`src/rtl/uart_boot_pkg.sv`:
```
// uart_boot_pkg: shared state enums and constants for the UART boot loader.
package uart_boot_pkg;
  localparam logic [7:0] ON_BYTE_DEF  = 8'hAA;
  localparam logic [7:0] STP_BYTE_DEF = 8'h55;
  localparam int         UART_BITS    = 8;
  typedef enum logic [2:0] {IDLE, LEN0, LEN1, DATA, CSUM, STOP, DONE} boot_state_t;
  typedef enum logic [1:0] {RX_IDLE, RX_START, RX_DATA, RX_STOP} rx_state_t;
endpackage

```
`src/rtl/uart_rx_byte.sv`:
```
// uart_rx_byte: 8N1 byte receiver with two-flop RX synchroniser.
// Ports: Clk, Rst (sync, active high), RX (async serial in, idle high);
//        byte_valid (1-cycle pulse after a good stop bit), byte_data[7:0],
//        frame_err (1-cycle pulse when the stop bit reads 0).
module uart_rx_byte
  import uart_boot_pkg::*;
#(
  parameter int CLKS_PER_BIT = 1085
) (
  input  logic       Clk,
  input  logic       Rst,
  input  logic       RX,
  output logic       byte_valid,
  output logic [7:0] byte_data,
  output logic       frame_err
);
  localparam int CW = $clog2(CLKS_PER_BIT);
  logic      r_rx_s1, r_rx_s2, r_rx_d;
  rx_state_t r_state, w_next;
  logic [CW-1:0] r_cnt;
  logic [2:0] r_bit;
  logic w_half, w_full, w_last_bit, w_stop_smp;
  assign w_half     = r_cnt == CW'(CLKS_PER_BIT / 2 - 1);
  assign w_full     = r_cnt == CW'(CLKS_PER_BIT - 1);
  assign w_last_bit = r_bit == 3'(UART_BITS - 1);
  assign w_stop_smp = r_state == RX_STOP && w_full;
  always_comb begin
    w_next = r_state;
    case (r_state)
      // Start needs a falling edge, so a line held low after a framing error
      // does not retrigger reception until it has returned high.
      RX_IDLE:  w_next = r_rx_d && !r_rx_s2 ? RX_START : RX_IDLE;
      RX_START: w_next = w_half ? (r_rx_s2 ? RX_IDLE : RX_DATA) : RX_START;
      RX_DATA:  w_next = w_full && w_last_bit ? RX_STOP : RX_DATA;
      RX_STOP:  w_next = w_full ? RX_IDLE : RX_STOP;
      default:  w_next = RX_IDLE;
    endcase
  end
  always_ff @(posedge Clk) begin
    if (Rst) begin
      r_rx_s1    <= 1'b1;
      r_rx_s2    <= 1'b1;
      r_rx_d     <= 1'b1;
      r_state    <= RX_IDLE;
      r_cnt      <= '0;
      r_bit      <= '0;
      byte_data  <= '0;
      byte_valid <= 1'b0;
      frame_err  <= 1'b0;
    end else begin
      r_rx_s1    <= RX;
      r_rx_s2    <= r_rx_s1;
      r_rx_d     <= r_rx_s2;
      r_state    <= w_next;
      r_cnt      <= (r_state == RX_IDLE || w_next != r_state || w_full) ? '0 : r_cnt + 1'b1;
      byte_valid <= w_stop_smp && r_rx_s2;
      frame_err  <= w_stop_smp && !r_rx_s2;
      if (r_state == RX_DATA && w_full) begin
        byte_data <= {r_rx_s2, byte_data[7:1]};
        r_bit     <= r_bit + 1'b1;
      end
    end
  end
endmodule

```
`src/rtl/uart_boot_loader.sv`:
```
// uart_boot_loader: receives a framed image over UART, writes it to memory, releases core reset.
// Ports: Clk, Rst (sync, active high), RX (serial in); mem_we/mem_addr/mem_wdata
//        (word write port), core_rst (held high until a frame completes),
//        boot_done (sticky success), boot_err (sticky error, cleared by ON_BYTE).
// Frame: ON_BYTE, LEN_LO, LEN_HI, 4*LEN bytes LE per word, [checksum], STP_BYTE.
// Define BOOT_CHECKSUM_EN to require a mod-256 data-byte sum before STP_BYTE.
module uart_boot_loader
  import uart_boot_pkg::*;
#(
  parameter int         CLKS_PER_BIT = 1085,
  parameter int         ADDR_W       = 14,
  parameter logic [7:0] ON_BYTE      = ON_BYTE_DEF,
  parameter logic [7:0] STP_BYTE     = STP_BYTE_DEF
) (
  input  logic              Clk,
  input  logic              Rst,
  input  logic              RX,
  output logic              mem_we,
  output logic [ADDR_W-1:0] mem_addr,
  output logic [31:0]       mem_wdata,
  output logic              core_rst,
  output logic              boot_done,
  output logic              boot_err
);
`ifdef BOOT_CHECKSUM_EN
  localparam boot_state_t TAIL = CSUM;
  logic [7:0] r_csum;
`else
  localparam boot_state_t TAIL = STOP;
`endif
  boot_state_t r_state, w_next;
  logic [15:0] r_len;
  logic [1:0]  r_k;
  logic        w_valid, w_ferr, w_start, w_err;
  logic [7:0]  w_byte;
  uart_rx_byte #(.CLKS_PER_BIT(CLKS_PER_BIT)) u_rx (
    .Clk       (Clk),
    .Rst       (Rst),
    .RX        (RX),
    .byte_valid(w_valid),
    .byte_data (w_byte),
    .frame_err (w_ferr)
  );
  assign w_start = r_state == IDLE && w_valid && w_byte == ON_BYTE;
  // Every transition back to IDLE from inside a frame is an error.
  assign w_err   = r_state != IDLE && w_next == IDLE;
  always_comb begin
    w_next = r_state;
    if (w_ferr && r_state != IDLE && r_state != DONE) w_next = IDLE;
    else if (w_valid)
      case (r_state)
        IDLE:    w_next = w_byte == ON_BYTE ? LEN0 : IDLE;
        LEN0:    w_next = LEN1;
        LEN1:    w_next = {w_byte, r_len[7:0]} == 16'd0 ? TAIL : DATA;
        DATA:    w_next = r_k == 2'd3 && r_len == 16'd1 ? TAIL : DATA;
`ifdef BOOT_CHECKSUM_EN
        CSUM:    w_next = w_byte == r_csum ? STOP : IDLE;
`endif
        STOP:    w_next = w_byte == STP_BYTE ? DONE : IDLE;
        default: w_next = r_state;
      endcase
    core_rst  = r_state != DONE;
    boot_done = r_state == DONE;
  end
  always_ff @(posedge Clk) begin
    if (Rst) begin
      r_state   <= IDLE;
      r_len     <= '0;
      r_k       <= '0;
      mem_we    <= 1'b0;
      mem_addr  <= '0;
      mem_wdata <= '0;
      boot_err  <= 1'b0;
`ifdef BOOT_CHECKSUM_EN
      r_csum    <= '0;
`endif
    end else begin
      r_state <= w_next;
      mem_we  <= r_state == DATA && w_valid && r_k == 2'd3;
      if (w_start) begin
        mem_addr <= '0;
        r_k      <= '0;
        boot_err <= 1'b0;
`ifdef BOOT_CHECKSUM_EN
        r_csum   <= '0;
`endif
      end else begin
        if (mem_we) mem_addr <= mem_addr + 1'b1;
        if (w_err) boot_err <= 1'b1;
      end
      if (w_valid && r_state == LEN0) r_len[7:0] <= w_byte;
      if (w_valid && r_state == LEN1) r_len[15:8] <= w_byte;
      if (w_valid && r_state == DATA) begin
        mem_wdata[{r_k, 3'b000} +: 8] <= w_byte;
        r_k <= r_k + 1'b1;
        if (r_k == 2'd3) r_len <= r_len - 1'b1;
`ifdef BOOT_CHECKSUM_EN
        r_csum <= r_csum + w_byte;
`endif
      end
    end
  end
endmodule

```
`config.mk`:
```
export PLATFORM = sky130hd
export DESIGN_NAME = uart_boot_loader
export DESIGN_NICKNAME = d
export VERILOG_FILES = /design/src/rtl/uart_boot_pkg.sv /design/src/rtl/uart_rx_byte.sv /design/src/rtl/uart_boot_loader.sv
export SDC_FILE = /design/constraint.sdc
export NUM_CORES = 1
export LEC_CHECK = 0
export BUFFER_PORTS_ARGS = -buffer_cell sky130_fd_sc_hd__buf_2
export CORE_AREA = 2 2 100 102
export CTS_BUF_LIST = sky130_fd_sc_hd__clkbuf_2
export DETAILED_ROUTE_END_ITERATION = 12
export DIE_AREA = 0 0 102 104
export PLACE_DENSITY = 0.74
export SLEW_MARGIN = 40
export SYNTH_ARGS = -nofsm -noshare
export SYNTH_HDL_FRONTEND = slang
export SYNTH_HIERARCHICAL = 1
export SYNTH_SLANG_ARGS = --single-unit
```
`constraint.sdc`:
```
create_clock -name Clk -period 2.1 [get_ports Clk]
set_clock_uncertainty 0.1 [all_clocks]
set_input_delay 0.105 -clock Clk [delete_from_list [all_inputs] [get_ports Clk]]
set_output_delay 0.105 -clock Clk [all_outputs]
set_load 0.1 [all_outputs]
```
==> metrics.yaml, run 1 <==
synthesis:
  synth_edf_count: 0
  yosysWarnings: 6
  synth_top_area_share_pct: 42.45
  synth_flop_cell: "dfxtp_1"
  synth_seq_cells: 98
  netlist_instances: 528
  synth_cell_types: 70
  synth_area_leaders: "dfxtp_1 42%, nor2_1 5.6%, ha_1 3.8%, nand2_1 3.5%, a21oi_1 3.4%"
  synth_area_leader_cell: "dfxtp_1"
  syn_area_um2: 4622
  ys_seq_area_share_pct: 42.45
  synth.avg_cell_area_um2: 8.754
  synth_nets: 545
  async_flop_share_pct: 0
global_route:
  grt_pass1_vias: 3800
  grt.total_usage_pct: 20.71
  grt_overflow: 0
  grt_pass1_wl_um: 18180
  grt_max_degree: 36
  antenna_found_initial: 0
floorplanning:
  fp.dieW_um: 102
  io_pins: 53
  core_area_um2: 9549
  die_y_um: 104
  num_rows: 36
  initial_utilization_pct: 48.40
  die_area_um2: 10610
clocking:
  clk_transition_reported_paths_ps: 290
  clk_latency_ps: 590
  root_buffer: "clkbuf_2"
  htree_levels: 3
  clkSinkCount: 98
  cts_buffers: 9
  max-clock-path-buffers: 2
  cts_tree: "done"
worst_setup_path:
  cp_data_required_time_ps: 2530
  rrSetupSlack_ps: 40
  r2r_cells: 5
  path_max_fanout: 2
  cp_data_arrival_time_ps: 2490
  timing.rr.end: "r_len[13]"
  worstSetupPathType: "register to register"
  crit_start: "r_len[4]"
  reg2reg_from: "r_len[4]"
  startpoint_type: "register"
  cp-end-kind: "register"
route:
  wl_um: 10770
  via_count: 4083
  drcViolationCount: 0
  drtAntennaViolNets: 0
  via_per_inst: 5.548
  first_pass_iters: 5
  wl_per_cell_um: 14.63
  drtIter0Drc: 279
placed_design:
  placement.io_buffers: 52
  gp_congestion: 0.8730
  dp.cells: 714
  hpwl_um: 7445
worst_hold_path:
  min_to: "u_rx/r_rx_s1"
  hold_path_class: "primary input to register"
  min_from: "RX"
  hold_path_depth: 3
cells_and_area:
  finalNetCount: 615
  fin_cells: 736
  final_common_cell: "dfxtp_1"
  area_growth_pct: 16.57
  drive_gt1_share_pct: 25.21
  diodes: 0
  final_cell_mix: "82 x dfxtp_1, 69 x nor2_1, 50 x buf_2"
sta:
  tns_ps: 0
  hold_viol: 0
  max_slew.worst_pin.slew_ps: 666.9
  slew_violations: 0
  rsz0062_at_grt: "true"
  min_period_ps: 2062
  fmax_ghz: 0.4849
  finalCritPeriodShare_pct: 98.19
  maxSlewHeadroom_pct: 55.54
  finalSetupViolations: 0
outcome:
  status: "completed"
power:
  power_mw: 2.848
  peakVddDrop_uv: 319.0
  p_leak_nw: 2.087
  powerDensity_nw_per_um2: 528.6
job:
  max-cap-violations: 0
==> repair_timing <==
| item | 4_1_cts | 5_1_grt |
|---|---|---|
| hold endpoints to repair | 24 | 0 |
| pin swaps | 3 | 3 |
| cloned | 0 | 0 |
| hold buffers | 2 | 0 |
| resized for setup | 5 | 11 |
| setup endpoints to repair | 3 | 8 |
| buffers inserted | 3 | 1 |
==> how the worst max path moves through the flow <==
stage               slack [ps]            to
floorplan                  0.6  mem_addr[11]
global placement            60     r_len[13]
detailed placement           1     r_len[13]
CTS                          3     boot_done
global route               -60     r_len[13]
finish                      40     r_len[13]
==> cell families (layout without fill, tap and decap cells) <==
logic type	after synthesis	in the layout	share of synthesized area, %
adder cells (fa/ha/maj)	14	14	3.790
flip-flops	98	98	42.45
XOR/XNOR	23	23	4.358
AND/OR/NAND/NOR	232	232	27.75
buffers and inverters	53	128	4.873
multiplexers	12	12	2.707
AO/OA/AOI/OAI	96	96	14.08
==> registers in the layout, indices dropped and copies added (netlist names), 2 cells and up <==
| signal | cells |
|---|---|
| r_state | 3 |
| r_len | 16 |
| mem_wdata | 32 |
| u_rx/r_bit | 3 |
| mem_addr | 14 |
| u_rx/byte_data | 8 |
| u_rx/r_state | 2 |
| r_k | 2 |
| u_rx/r_cnt | 11 |
==> synthesized netlist by cell type (all sizes together) (4+ instances only) <==
| master | instances |
|---|---|
| a21oi | 33 |
| a22o | 8 |
| a22oi | 10 |
| a31oi | 4 |
| and3 | 4 |
| buf | 7 |
| clkbuf | 26 |
| dfxtp | 98 |
| ha | 14 |
| inv | 20 |
| mux2i | 11 |
| nand2 | 44 |
| nand2b | 4 |
| nand3 | 31 |
| nand4 | 9 |
| nand4b | 4 |
| nor2 | 78 |
| nor3 | 12 |
| nor3b | 4 |
| nor4 | 12 |
| o21ai | 12 |
| or2 | 4 |
| or4 | 5 |
| xnor2 | 12 |
| xor2 | 11 |
==> power breakdown <==
group          switching [mW]  internal, mW
sequential            0.00452          1.87
combinational          0.0373        0.0193
clock                   0.722         0.195
==> final cells by class <==
class                           count  area [um2]
Tap cell                          133       166.4
Timing Repair Buffer               92       590.6
Inverter                           20       75.07
Fill cell                         898        4161
Clock inverter                      7       72.57
Clock buffer                        9       45.04
Multi-Input combinational cell    377        2454
Sequential cell                    98        1984
==> layer usage <==
metal / vias up / routed length [um] / track usage (%)
li1: 2005 / - / -
met1: 1946 / 4942 / 29.44
met2: 118 / 5096 / 32.05
met3: 14 / 616 / 3.696
met4: 0 / 113 / 6.000
met5: - / 0 / 0
==> metrics by stage <==
stage	utilization [%]	worst slack (ps)	hold WS (ps)	cell area, um2
6_report	56.42	37.91	131.6	5388
5_1_grt	56.42	-56.04	108.1	5388
4_1_cts	55.99	2.982	93.10	5346
3_5_place_dp	54.23	0.9679	189.8	5179
3_3_place_gp	54.23	59.87	189.9	5179
2_1_floorplan	-	0.5984	108.8	4634
==> critical path, cell delays in order, from the launching register on <==
cell	delay [ps]
dfxtp_2	390
or4_4	540
nor4b_4	300
nor4b_4	260
mux2_4	330
a21oi_2	100
No activity file was read; power rests on OpenSTA's default activity.
==> run 2: changes to the inputs <==
--- a/config.mk
+++ b/config.mk
@@ -11,6 +11,7 @@
 export DETAILED_ROUTE_END_ITERATION = 12
 export DIE_AREA = 0 0 102 104
 export PLACE_DENSITY = 0.74
+export SETUP_SLACK_MARGIN = 0.5
 export SLEW_MARGIN = 40
 export SYNTH_ARGS = -nofsm -noshare
 export SYNTH_HDL_FRONTEND = slang
==> metrics.yaml, run 2 (same netlist as run 1, synthesis figures left out) <==
outcome:
  status: "completed"  # unchanged
route:
  wl_per_cell_um: 18.06  # was 14.63 um
  drtAntennaViolNets: 0  # unchanged
  drtIter0Drc: 317  # was 279
  via_count: 4597  # was 4083
  first_pass_iters: 5  # unchanged
  drcViolationCount: 0  # unchanged
  via_per_inst: 5.797  # was 5.548
  wl_um: 14320  # was 10770 um
sta:
  maxSlewHeadroom_pct: 54.43  # was 55.54%
  min_period_ps: 2100  # was 2062 ps
  slew_violations: 0  # unchanged
  rsz0062_at_grt: "true"  # unchanged
  hold_ws_ps: 107.8  # was 131.6 ps
  fmax_ghz: 0.4763  # was 0.4849 GHz
  finalCritPeriodShare_pct: 99.99  # was 98.19%
  max_slew.worst_pin.slew_ps: 683.5  # was 666.9 ps
  finalSetupViolations: 0  # unchanged
  hold_viol: 0  # unchanged
cells_and_area:
  diodes: 0  # unchanged
  fin_area_um2: 6768  # was 5388 um2
  n_fill_cell: 658  # was 898
  final_cell_mix: "111 x buf_4, 59 x dfxtp_1, 56 x nor2_1"  # was 82 x dfxtp_1, 69 x nor2_1, 50 x buf_2
  largest_reg_flops: 32  # unchanged
  reg_top3: "mem_wdata x32, r_len x16, mem_addr x14"  # unchanged
  final_common_cell: "buf_4"  # was dfxtp_1
  fin_util_pct: 70.87  # was 56.42%
  area_growth_pct: 46.43  # was 16.57%
  fin_cells: 793  # was 736
  finalNetCount: 673  # was 615
  largest_register: "mem_wdata"  # unchanged
  drive_gt1_share_pct: 49.09  # was 25.21%
worst_setup_path:
  worstPathBufferInverterCount: 0  # unchanged
  cp_slowest_cell: "dfxtp_1"  # was or4_4
  cp-end-kind: "register"  # unchanged
  cp_data_arrival_time_ps: 2560  # was 2490 ps
  path_delay_family: "simple AND/OR/NAND/NOR gates"  # unchanged
  timing.rr.end: "r_len[13]"  # unchanged
  crit_chain: "or4_4, nor4b_4, nor4b_4, mux2_4, a21oi_2"  # unchanged
  cp_data_required_time_ps: 2560  # was 2530 ps
  crit_start: "r_len[5]"  # was r_len[4]
  path_max_fanout: 5  # was 2
  worstSetupPathType: "register to register"  # unchanged
  rrSetupSlack_ps: 0.3  # was 40 ps
  max_stage_delay_ps: 480  # was 540 ps
  startpoint_type: "register"  # unchanged
  reg2reg_from: "r_len[5]"  # was r_len[4]
  path_depth: 5  # unchanged
  r2r_cells: 5  # unchanged
  crit_top_cell: "nor4b_4"  # unchanged
placed_design:
  placement.io_buffers: 52  # unchanged
  place_area_um2: 5235  # was 5179 um2
  gp_congestion: 0.9265  # was 0.8730
  dp.cells: 704  # was 714
  hpwl_um: 7798  # was 7445 um
floorplanning:
  die_area_um2: 10610  # unchanged
  io_pins: 53  # unchanged
  core_area_um2: 9549  # unchanged
  initial_utilization_pct: 48.40  # unchanged
  num_rows: 36  # unchanged
  die_y_um: 104  # unchanged
  fp.dieW_um: 102  # unchanged
job:
  max-cap-violations: 0  # unchanged
power:
  peakVddDrop_uv: 414.7  # was 319.0 uV
  powerDensity_nw_per_um2: 412.9  # was 528.6 nW/um2
  p_leak_nw: 2.537  # was 2.087 nW
  power_mw: 2.794  # was 2.848 mW
worst_hold_path:
  hold_path_class: "primary input to register"  # unchanged
  min_from: "RX"  # unchanged
  min_to: "u_rx/r_rx_s1"  # unchanged
  hold_path_depth: 3  # unchanged
global_route:
  grt.total_usage_pct: 23.24  # was 20.71%
  grt_max_degree: 33  # was 36
  grt_overflow: 0  # unchanged
  grt_pass1_wl_um: 19930  # was 18180 um
  grt_pass1_vias: 4081  # was 3800
  antenna_found_initial: 0  # unchanged
clocking:
  clkSinkCount: 98  # unchanged
  max-clock-path-buffers: 2  # unchanged
  cts_tree: "done"  # unchanged
  cts_buffers: 9  # unchanged
  clk_transition_reported_paths_ps: 300  # was 290 ps
  root_buffer: "clkbuf_2"  # unchanged
  clk_latency_ps: 620  # was 590 ps
  htree_levels: 3  # unchanged
[run 2: changes by cell type in the layout (fill, tap and decap cells not counted), sizes merged]
cell      previous run  this run
or4                  5         6
clkinvlp             1         3
buf                 89       146
nand2               44        45
clkbuf              10         9
clkinv               3         1
inv                 23        22
[run 2: power by group]
group	switching (mW)	internal (mW)	total (mW)	leakage [nW]
Combinational	0.0496	0.0279	0.0774	1.67
Clock	0.703	0.165	0.868	0.0554
Sequential	0.00508	1.84	1.85	0.816
[run 2: worst min-delay path, cell delays in order]
cell and delay [ps]:
dlygate4sd3_1 520, buf_2 90, or2_2 80
[run 2: area by class of cell]
cell class	count	area [um2]	share of cell area [%]
Inverter	20	98.84	1.461
Sequential cell	98	2063	30.49
Tap cell	133	166.4	2.459
Clock inverter	6	50.05	0.7395
Multi-Input combinational cell	379	3077	45.46
Clock buffer	9	45.04	0.6656
Timing Repair Buffer	148	1267	18.73
[run 2: per-stage QoR]
stage,setup slack (ps),setup TNS (ps)
after floorplan,44.19,0
after global placement,67.82,0
after detailed placement,65.52,0
after CTS,42.54,0
after global routing,-30.42,-30.42
final,0.2935,0
[run 2: routing by layer]
metal | wire length [um] | global-route usage [%] | vias up
met1 | 5878 | 31.02 | 2206
met4 | 439 | 9.238 | 0
met3 | 949 | 3.965 | 54
met5 | 0 | 0 | -
li1 | - | - | 2132
met2 | 7055 | 37.12 | 205
[run 2: timing repair]
action                     in CTS  in global routing
pin swaps                      15                 81
hold endpoints to repair       19                  0
gates cloned                    1                  4
resized for setup             102                139
setup buffers                  20                 47
hold buffers                    2                  0
setup endpoints to repair     143                 97
[run 2: worst max-delay path by stage]
stage,to
3_5_place_dp,r_len[13]
5_1_grt,r_len[13]
6_report,r_len[13]
2_1_floorplan,r_len[13]
3_3_place_gp,r_len[13]
4_1_cts,boot_err
